**config.mk**
```make
export PLATFORM = sky130hd
export DESIGN_NAME = fifo_rd_ctrl_flat
export DESIGN_NICKNAME = d
export VERILOG_FILES = /design/src/rtl/fifo_rd_ctrl_if.sv /design/src/rtl/fifo_rd_ctrl.sv /design/src/flat_wrapper.sv
export SDC_FILE = /design/constraint.sdc
export NUM_CORES = 1
export LEC_CHECK = 0
export CORE_MARGIN = 5
export CORE_UTILIZATION = 53
export CTS_BUF_LIST = sky130_fd_sc_hd__clkbuf_4 sky130_fd_sc_hd__clkbuf_8
export DETAILED_ROUTE_END_ITERATION = 10
export PLACE_DENSITY = 0.95
export SETUP_SLACK_MARGIN = 0.2
export SYNTH_ARGS = -nofsm -noshare
export SYNTH_HDL_FRONTEND = slang
export SYNTH_SLANG_ARGS = --single-unit
```
**constraint.sdc**
```tcl
create_clock -name rd_clk -period 8.01 [get_ports rd_clk]
set_clock_uncertainty 0.2 [all_clocks]
set_input_delay 1.602 -clock rd_clk [delete_from_list [all_inputs] [get_ports rd_clk]]
set_output_delay 1.602 -clock rd_clk [all_outputs]
set_load 0.03 [all_outputs]
```
**src/rtl/fifo_rd_ctrl_if.sv**
```systemverilog
// Read-side FIFO bus: write-pointer exchange, dual_port_ram read port,
// first-word-fall-through stream and occupancy status.
interface fifo_rd_ctrl_if #(
  parameter int RAM_ADDR_WIDTH = 5,
  parameter int RAM_DATA_WIDTH = 8
);
  logic [RAM_ADDR_WIDTH:0]   wr_ptr;
  logic [RAM_ADDR_WIDTH:0]   rd_ptr;
  logic                      ram_rd_port_ena;
  logic [RAM_ADDR_WIDTH-1:0] ram_rd_addr;
  logic [RAM_DATA_WIDTH-1:0] ram_rd_data;
  logic [RAM_DATA_WIDTH-1:0] m_data;
  logic                      m_valid;
  logic                      m_ready;
  logic                      empty;
  logic [RAM_ADDR_WIDTH:0]   rd_count;

  modport master (
    input  wr_ptr, ram_rd_data, m_ready,
    output rd_ptr, ram_rd_port_ena, ram_rd_addr, m_data, m_valid, empty, rd_count
  );

  modport slave (
    output wr_ptr, ram_rd_data, m_ready,
    input  rd_ptr, ram_rd_port_ena, ram_rd_addr, m_data, m_valid, empty, rd_count
  );
endinterface

```
**src/rtl/fifo_rd_ctrl.sv**
```systemverilog
// UART FIFO read controller: fetches from dual_port_ram through a 2-entry
// head/skid buffer so the FWFT stream sustains one word per cycle.
module fifo_rd_ctrl #(
  parameter int RAM_DEPTH      = 32,
  parameter int RAM_ADDR_WIDTH = 5,
  parameter int RAM_DATA_WIDTH = 8
) (
  input  logic           rd_clk,
  input  logic           rd_rst,
  fifo_rd_ctrl_if.master bus
);
  localparam int PW = RAM_ADDR_WIDTH + 1;
  localparam int DW = RAM_DATA_WIDTH;

  typedef enum logic [1:0] {BUF0 = 2'd0, BUF1 = 2'd1, BUF2 = 2'd2} occ_e;

  occ_e          occ_q, occ_d;
  logic          inflight_q, inflight_d;
  logic [PW-1:0] rd_ptr_q, rd_ptr_d;
  logic [DW-1:0] buf0_q, buf0_d;
  logic [DW-1:0] buf1_q, buf1_d;

  logic       m_valid, pop, ram_avail, fetch;
  logic [1:0] occ_cnt, level;
  logic       ld0_ram, ld0_skid, ld1_ram;

  assign occ_cnt   = occ_q;
  assign m_valid   = (occ_q != BUF0);
  assign pop       = m_valid & bus.m_ready;
  assign ram_avail = (bus.wr_ptr != rd_ptr_q);
  // Words that will sit in the buffer next cycle if nothing new is fetched.
  assign level     = occ_cnt + {1'b0, inflight_q} - {1'b0, pop};
  assign fetch     = ram_avail & (level < 2'd2) & ~rd_rst;

  // State register
  always_ff @(posedge rd_clk) begin
    if (rd_rst) begin
      occ_q      <= BUF0;
      inflight_q <= 1'b0;
      rd_ptr_q   <= '0;
      buf0_q     <= '0;
      buf1_q     <= '0;
    end else begin
      occ_q      <= occ_d;
      inflight_q <= inflight_d;
      rd_ptr_q   <= rd_ptr_d;
      buf0_q     <= buf0_d;
      buf1_q     <= buf1_d;
      assert (occ_cnt + {1'b0, inflight_q} <= 2'd2);
      assert (RAM_DEPTH == (1 << RAM_ADDR_WIDTH));
    end
  end

  // Next-state: occupancy of the head/skid buffer
  always_comb begin
    occ_d = occ_q;
    case (occ_q)
      BUF0: if (inflight_q) occ_d = BUF1;
      BUF1: begin
        if (pop && !inflight_q)      occ_d = BUF0;
        else if (!pop && inflight_q) occ_d = BUF2;
      end
      BUF2: if (pop) occ_d = BUF1;
      default: occ_d = BUF0;
    endcase
  end

  // Output decode: which buffer slot captures returning RAM data
  always_comb begin
    ld0_ram  = 1'b0;
    ld0_skid = 1'b0;
    ld1_ram  = 1'b0;
    case (occ_q)
      BUF0: ld0_ram = inflight_q;
      BUF1: begin
        ld0_ram = inflight_q & pop;
        ld1_ram = inflight_q & ~pop;
      end
      BUF2:    ld0_skid = pop;
      default: ;
    endcase
  end

  always_comb begin
    buf0_d     = ld0_ram ? bus.ram_rd_data : (ld0_skid ? buf1_q : buf0_q);
    buf1_d     = ld1_ram ? bus.ram_rd_data : buf1_q;
    rd_ptr_d   = fetch ? rd_ptr_q + PW'(1) : rd_ptr_q;
    inflight_d = fetch;
  end

  assign bus.rd_ptr          = rd_ptr_q;
  assign bus.ram_rd_port_ena = fetch;
  assign bus.ram_rd_addr     = rd_ptr_q[RAM_ADDR_WIDTH-1:0];
  assign bus.m_data          = buf0_q;
  assign bus.m_valid         = m_valid;
  assign bus.empty           = ~ram_avail & ~inflight_q & (occ_q == BUF0);
  assign bus.rd_count        = (bus.wr_ptr - rd_ptr_q) + PW'(inflight_q) + PW'(occ_cnt);
endmodule

```
**src/flat_wrapper.sv**
```systemverilog
// flat-port wrapper written by rule: the top's interface ports become plain ports
module fifo_rd_ctrl_flat 
#(
  parameter int RAM_DEPTH      = 32,
  parameter int RAM_ADDR_WIDTH = 5,
  parameter int RAM_DATA_WIDTH = 8
)
  (rd_clk, rd_rst, bus_wr_ptr, bus_ram_rd_data, bus_m_ready, bus_rd_ptr, bus_ram_rd_port_ena, bus_ram_rd_addr, bus_m_data, bus_m_valid, bus_empty, bus_rd_count);
  fifo_rd_ctrl_if #(.RAM_ADDR_WIDTH(RAM_ADDR_WIDTH), .RAM_DATA_WIDTH(RAM_DATA_WIDTH)) bus_i ();
  input  logic rd_clk;
  input  logic rd_rst;
  input wire logic [$bits(bus_i.wr_ptr)-1:0] bus_wr_ptr;
  input wire logic [$bits(bus_i.ram_rd_data)-1:0] bus_ram_rd_data;
  input wire logic [$bits(bus_i.m_ready)-1:0] bus_m_ready;
  output wire logic [$bits(bus_i.rd_ptr)-1:0] bus_rd_ptr;
  output wire logic [$bits(bus_i.ram_rd_port_ena)-1:0] bus_ram_rd_port_ena;
  output wire logic [$bits(bus_i.ram_rd_addr)-1:0] bus_ram_rd_addr;
  output wire logic [$bits(bus_i.m_data)-1:0] bus_m_data;
  output wire logic [$bits(bus_i.m_valid)-1:0] bus_m_valid;
  output wire logic [$bits(bus_i.empty)-1:0] bus_empty;
  output wire logic [$bits(bus_i.rd_count)-1:0] bus_rd_count;
  assign bus_i.wr_ptr = bus_wr_ptr;
  assign bus_i.ram_rd_data = bus_ram_rd_data;
  assign bus_i.m_ready = bus_m_ready;
  assign bus_rd_ptr = bus_i.rd_ptr;
  assign bus_ram_rd_port_ena = bus_i.ram_rd_port_ena;
  assign bus_ram_rd_addr = bus_i.ram_rd_addr;
  assign bus_m_data = bus_i.m_data;
  assign bus_m_valid = bus_i.m_valid;
  assign bus_empty = bus_i.empty;
  assign bus_rd_count = bus_i.rd_count;
  fifo_rd_ctrl #(.RAM_DEPTH(RAM_DEPTH), .RAM_ADDR_WIDTH(RAM_ADDR_WIDTH), .RAM_DATA_WIDTH(RAM_DATA_WIDTH)) u_core (.rd_clk(rd_clk), .rd_rst(rd_rst), .bus(bus_i));
endmodule
```
# == After elaboration in Yosys (flattened, before gate mapping) ==
# Index checks and enable logic that the tools add are counted.
# word_totals
register_bits,25
in_bits,17
output_inout_bits,28
wordCells,47
# classes
n_addsub,6
order_cmp,1
n_eq_ne,6
n_mux,10
n_bitwise,11
reduce_logical,8
# op_table
op,count
$mux W8,2
$mux W2,4
$and A1 B1 Y1,7
$add A6 B1 Y6,1
$add A6 B1 Y6 const B,1
$add A6 B2 Y6,1
$ne A6 B6 Y1,1
$pmux W2 S3,1
$sub A6 B6 Y6,1
$ne A2 B1 Y1 const B,2
$not A1 Y1,4
$reduce_bool A2 Y1,2
$ne A3 B1 Y1 const B,1
$reduce_and A3 Y1,1
$add A2 B1 Y2,1
$eq A2 B1 Y1 const B,1
$eq A2 B2 Y1 const B,1
$logic_and A1 B1 Y1,2
$logic_not A1 Y1,2
$logic_not A2 Y1,1
$lt A2 B2 Y1 const B,1
$mux W1,2
$pmux W1 S2,1
$sub A2 B1 Y2,1

# == Logic depth before layout (Yosys ltp) ==
# depth
word_depth,7
ltp_mapped,11
depth_no_buf,10

# == Worst setup path before layout ==
# No wires, ideal clock.
# synth_path
kind,input to output
from,input port bus_wr_ptr[1]
to,output port bus_rd_count[4]
arrival_time_ps,3341
required_ps,6208
slack_ps,2867
cell_stages,7
n_path_buf,0
path_cell_list,inv_1 -> fa_1 -> fa_1 -> inv_1 -> a21o_1 -> a21oi_1 -> xnor2_1
# synth_via
elab_chain_cells,3
# synth_lines
element,line_no,rtl
"start, declared",flat_wrapper.sv:12,input wire logic [$bits(bus_i.wr_ptr)-1:0] bus_wr_ptr;
$sub A6 B6 Y6,fifo_rd_ctrl.sv:97,assign bus.rd_count = (bus.wr_ptr - rd_ptr_q) + PW'(inflight_q) + PW'(occ_cnt);
$add A6 B1 Y6,fifo_rd_ctrl.sv:97,
$add A6 B2 Y6,fifo_rd_ctrl.sv:97,
"end, declared",flat_wrapper.sv:21,output wire logic [$bits(bus_i.rd_count)-1:0] bus_rd_count;
# No other way between the ends.

# == Worst setup path after layout ==
# layout_path
from,input port bus_wr_ptr[1]
to,output port bus_rd_count[5]
# Same word-level chain as after synthesis.

==> run summary <==
status -> complete, no violations
clock latency on the worst-skew pair -> 340 ps
vias per inst -> 5.46
clock root cell -> clkbuf_4
critical path's largest stage delay -> 680 ps
cell taking the most area after synthesis -> dfxtp_1
Final Cycle Share -> 77.4%
Port Buffer Count -> 44
All-Layer GR Usage -> 15.6%
area grow syn2layout -> 27.9%
Syn Nets -> 204
core area -> 2760 um2
average size of a mapped cell -> 8.98 um2
largest net degree at the start of global routing -> 27
Max Root-Sink Buffers -> 2
PnR worst setup slack -> 1810 ps
Post-CTS Hold Fix Bufs -> 0
IO Count -> 45
H-tree levels -> 1
diode count -> 0
CP cell instances -> clkdlybuf4s50_1 -> inv_1 -> fa_1 -> inv_1 -> ha_1 -> a211oi_1 -> o21bai_1 -> a21oi_1 -> xnor2_1 -> clkdlybuf4s50_1
first-pass GRT wire length -> 5270 um
number of core rows -> 19
top cells by count, synth -> 25 x dfxtp_1, 18 x nor2_1, 17 x inv_1
Pleak -> 0.882 nW
Primary FF master, synth -> dfxtp_1
Seq cells post-synth -> 25
vias post-DR -> 1299
Max-Cap Viols -> 0
# DRC -> 0
worst slew pin tran -> 907 ps
Netlist cell types -> 29
register area -> 500 um2
Cells after Synth -> 171
Placed Cells -> 234
DIE WIDTH -> 63.8 um
WL final -> 3210 um
grt met3 use -> 2.98%
hold slack -> 314 ps
CTS Buf Count -> 3
yosys warns -> 0
# resized after CTS -> 0
Post-Place Cell Area -> 1930 um2
clock-pin slew of the registers on the worst-case setup and hold paths -> 130 ps
Reg-to-Reg End -> u_core.bus.rd_ptr[4]
GR Util met1 -> 18.3%
Hold EP -> u_core.buf1_q[3]
PnR Total Power -> 0.721 mW
Clock Sinks -> 25
Final Max Slew Viols -> 0
CTS tree -> done
worst rel slew slack -> 39.4%
hold depth -> 2
postcts setup bufs -> 0
Setup WS pre-CTS -> 1800 ps
min Tclk post-route -> 6200 ps
Worst Path Required -> 6210 ps
final std cells w/o fill -> 238
Reg2Reg Setup Slack -> 5480 ps
number of antenna violations at the first check in global routing -> 0
Mapped Area -> 1540 um2
final non-filler cell area -> 1960 um2
remaining antenna violation count after routing -> 0
worst hold start -> u_core.buf1_q[3]
gr busiest metal -> met2
register area share after synthesis -> 32.6%
Initial Utilization -> 55.7%
critical path peak fanout -> 2
total congestion overflow -> 0
Setup violations, final -> 0
GR Layer Usage met2 -> 28.4%
EDFF count, synth -> 0
CP max stage cell -> clkdlybuf4s50_1
Yosys top cell area share -> 32.6%
Worst R2R Start -> u_core.occ_cnt[0]
final net count -> 241
Die H -> 63.8 um
share of layout cells above drive strength 1 -> 2.90%
f_max -> 0.161 GHz
Initial DRT Pass Iterations -> 4
post-route setup TNS -> 0 ps
CP Launch Type -> input pin
CP Class -> in2out
path type of the worst min-delay path -> reg2reg
unrepaired setup endpoints after global routing -> no
Max rail drop VDD -> 0.404 mV
Filler cells -> 227
WL/cell -> 13.5 um
endpoints failing hold -> 0
CP Capture Type -> output pin
PD cells -> 367 nW/um2
reg2reg path depth -> 9
DP Wirelength -> 2480 um
GPL Wtd Cong -> 0.802
vias in the first global route -> 1232
DR iter-0 viols -> 47
CP Data Arrival Time -> 4390 ps
most common cell in the netlist -> dfxtp_1
fin util -> 71.2%
asr flop ratio synth -> 0%
die area -> 4070 um2
Area contributors post-synth -> dfxtp_1 33%, ha_1 11%, mux2i_1 10%
multi-input logic area -> 890 um2
[layer usage]
| layer | up-vias | wire length [um] |
|---|---|---|
| met5 | - | 0 |
| met4 | 0 | 29 |
| met3 | 4 | 194 |
| met2 | 46 | 1580 |
| met1 | 594 | 1410 |
| li1 | 655 | - |
[cell families (layout without fill, tap and decap cells)]
family / count (synthesis) / in the layout / synth area share (%)
xor gates and xnor gates: 10 / 10 / 5.71
AOI/OAI and AO/OA: 32 / 32 / 13.2
adders and majority gates: 16 / 16 / 14.5
and+or+nand+nor: 42 / 42 / 13.4
buffers and inverters: 29 / 65 / 9.45
muxes: 17 / 17 / 11.2
DFF: 25 / 25 / 32.6
[worst max-delay path, delay by kind of cell]
| kind | cells | cell delay (ps) |
|---|---|---|
| AOI/OAI and AO/OA | 3 | 520 |
| buffers and inverters | 4 | 1290 |
| xor gates and xnor gates | 1 | 130 |
| adders and majority gates | 2 | 860 |
[cell usage in the layout, fill, tap and decap left out]
cell type	instances
a211oi_1	9
a21o_1	2
a21oi_1	11
a31o_1	1
and4_1	1
clkbuf_4	3
clkdlybuf4s50_1	44
clkinvlp_4	1
dfxtp_1	25
fa_1	3
ha_1	13
inv_1	17
mux2_2	1
mux2i_1	16
nand2_1	5
nand2b_4	1
nand3_1	5
nand4_1	2
nor2_1	18
nor3_1	5
o21ai_0	5
o21bai_1	1
o311ai_0	1
o31ai_1	2
or3_1	3
or4_1	2
xnor2_1	7
xor2_1	3
[sequential cells by signal, summed over array words and instances (netlist names)]
name	count
u_core.buf1_q	8
u_core.bus.m_data	8
u_core.bus.rd_ptr	6
u_core.inflight_q	1
u_core.occ_cnt	2
[worst max path at each step]
stage | to | slack [ps] | start | cells past startpoint
after floorplan | bus_rd_count[4] | 2870 | bus_wr_ptr[1] | 7
after global placement | bus_rd_count[5] | 1840 | bus_wr_ptr[1] | 10
after detailed placement | bus_rd_count[5] | 1800 | bus_wr_ptr[1] | 10
after CTS | bus_rd_count[5] | 1800 | bus_wr_ptr[1] | 10
after global routing | bus_rd_count[5] | 1660 | bus_wr_ptr[1] | 10
final | bus_rd_count[5] | 1810 | bus_wr_ptr[1] | 10
[where the power goes]
part / total [mW] / switching, mW / leakage [nW] / internal, mW
clock network: 0.0598 / 0.0407 / 0.0139 / 0.0192
logic: 0.475 / 0.270 / 0.663 / 0.205
registers: 0.187 / 0.0315 / 0.205 / 0.156
total: 0.721 / 0.342 / 0.882 / 0.380
[layout make-up]
cell class,count,share of cell area [%]
timing repair buffer,44,22.4
clock inverter,1,0.382
inverter,17,3.25
sequential,25,25.5
clock buffer,3,1.15
multi-input combinational,117,45.3
tap,31,1.98
(Power assumes the default switching activity.)
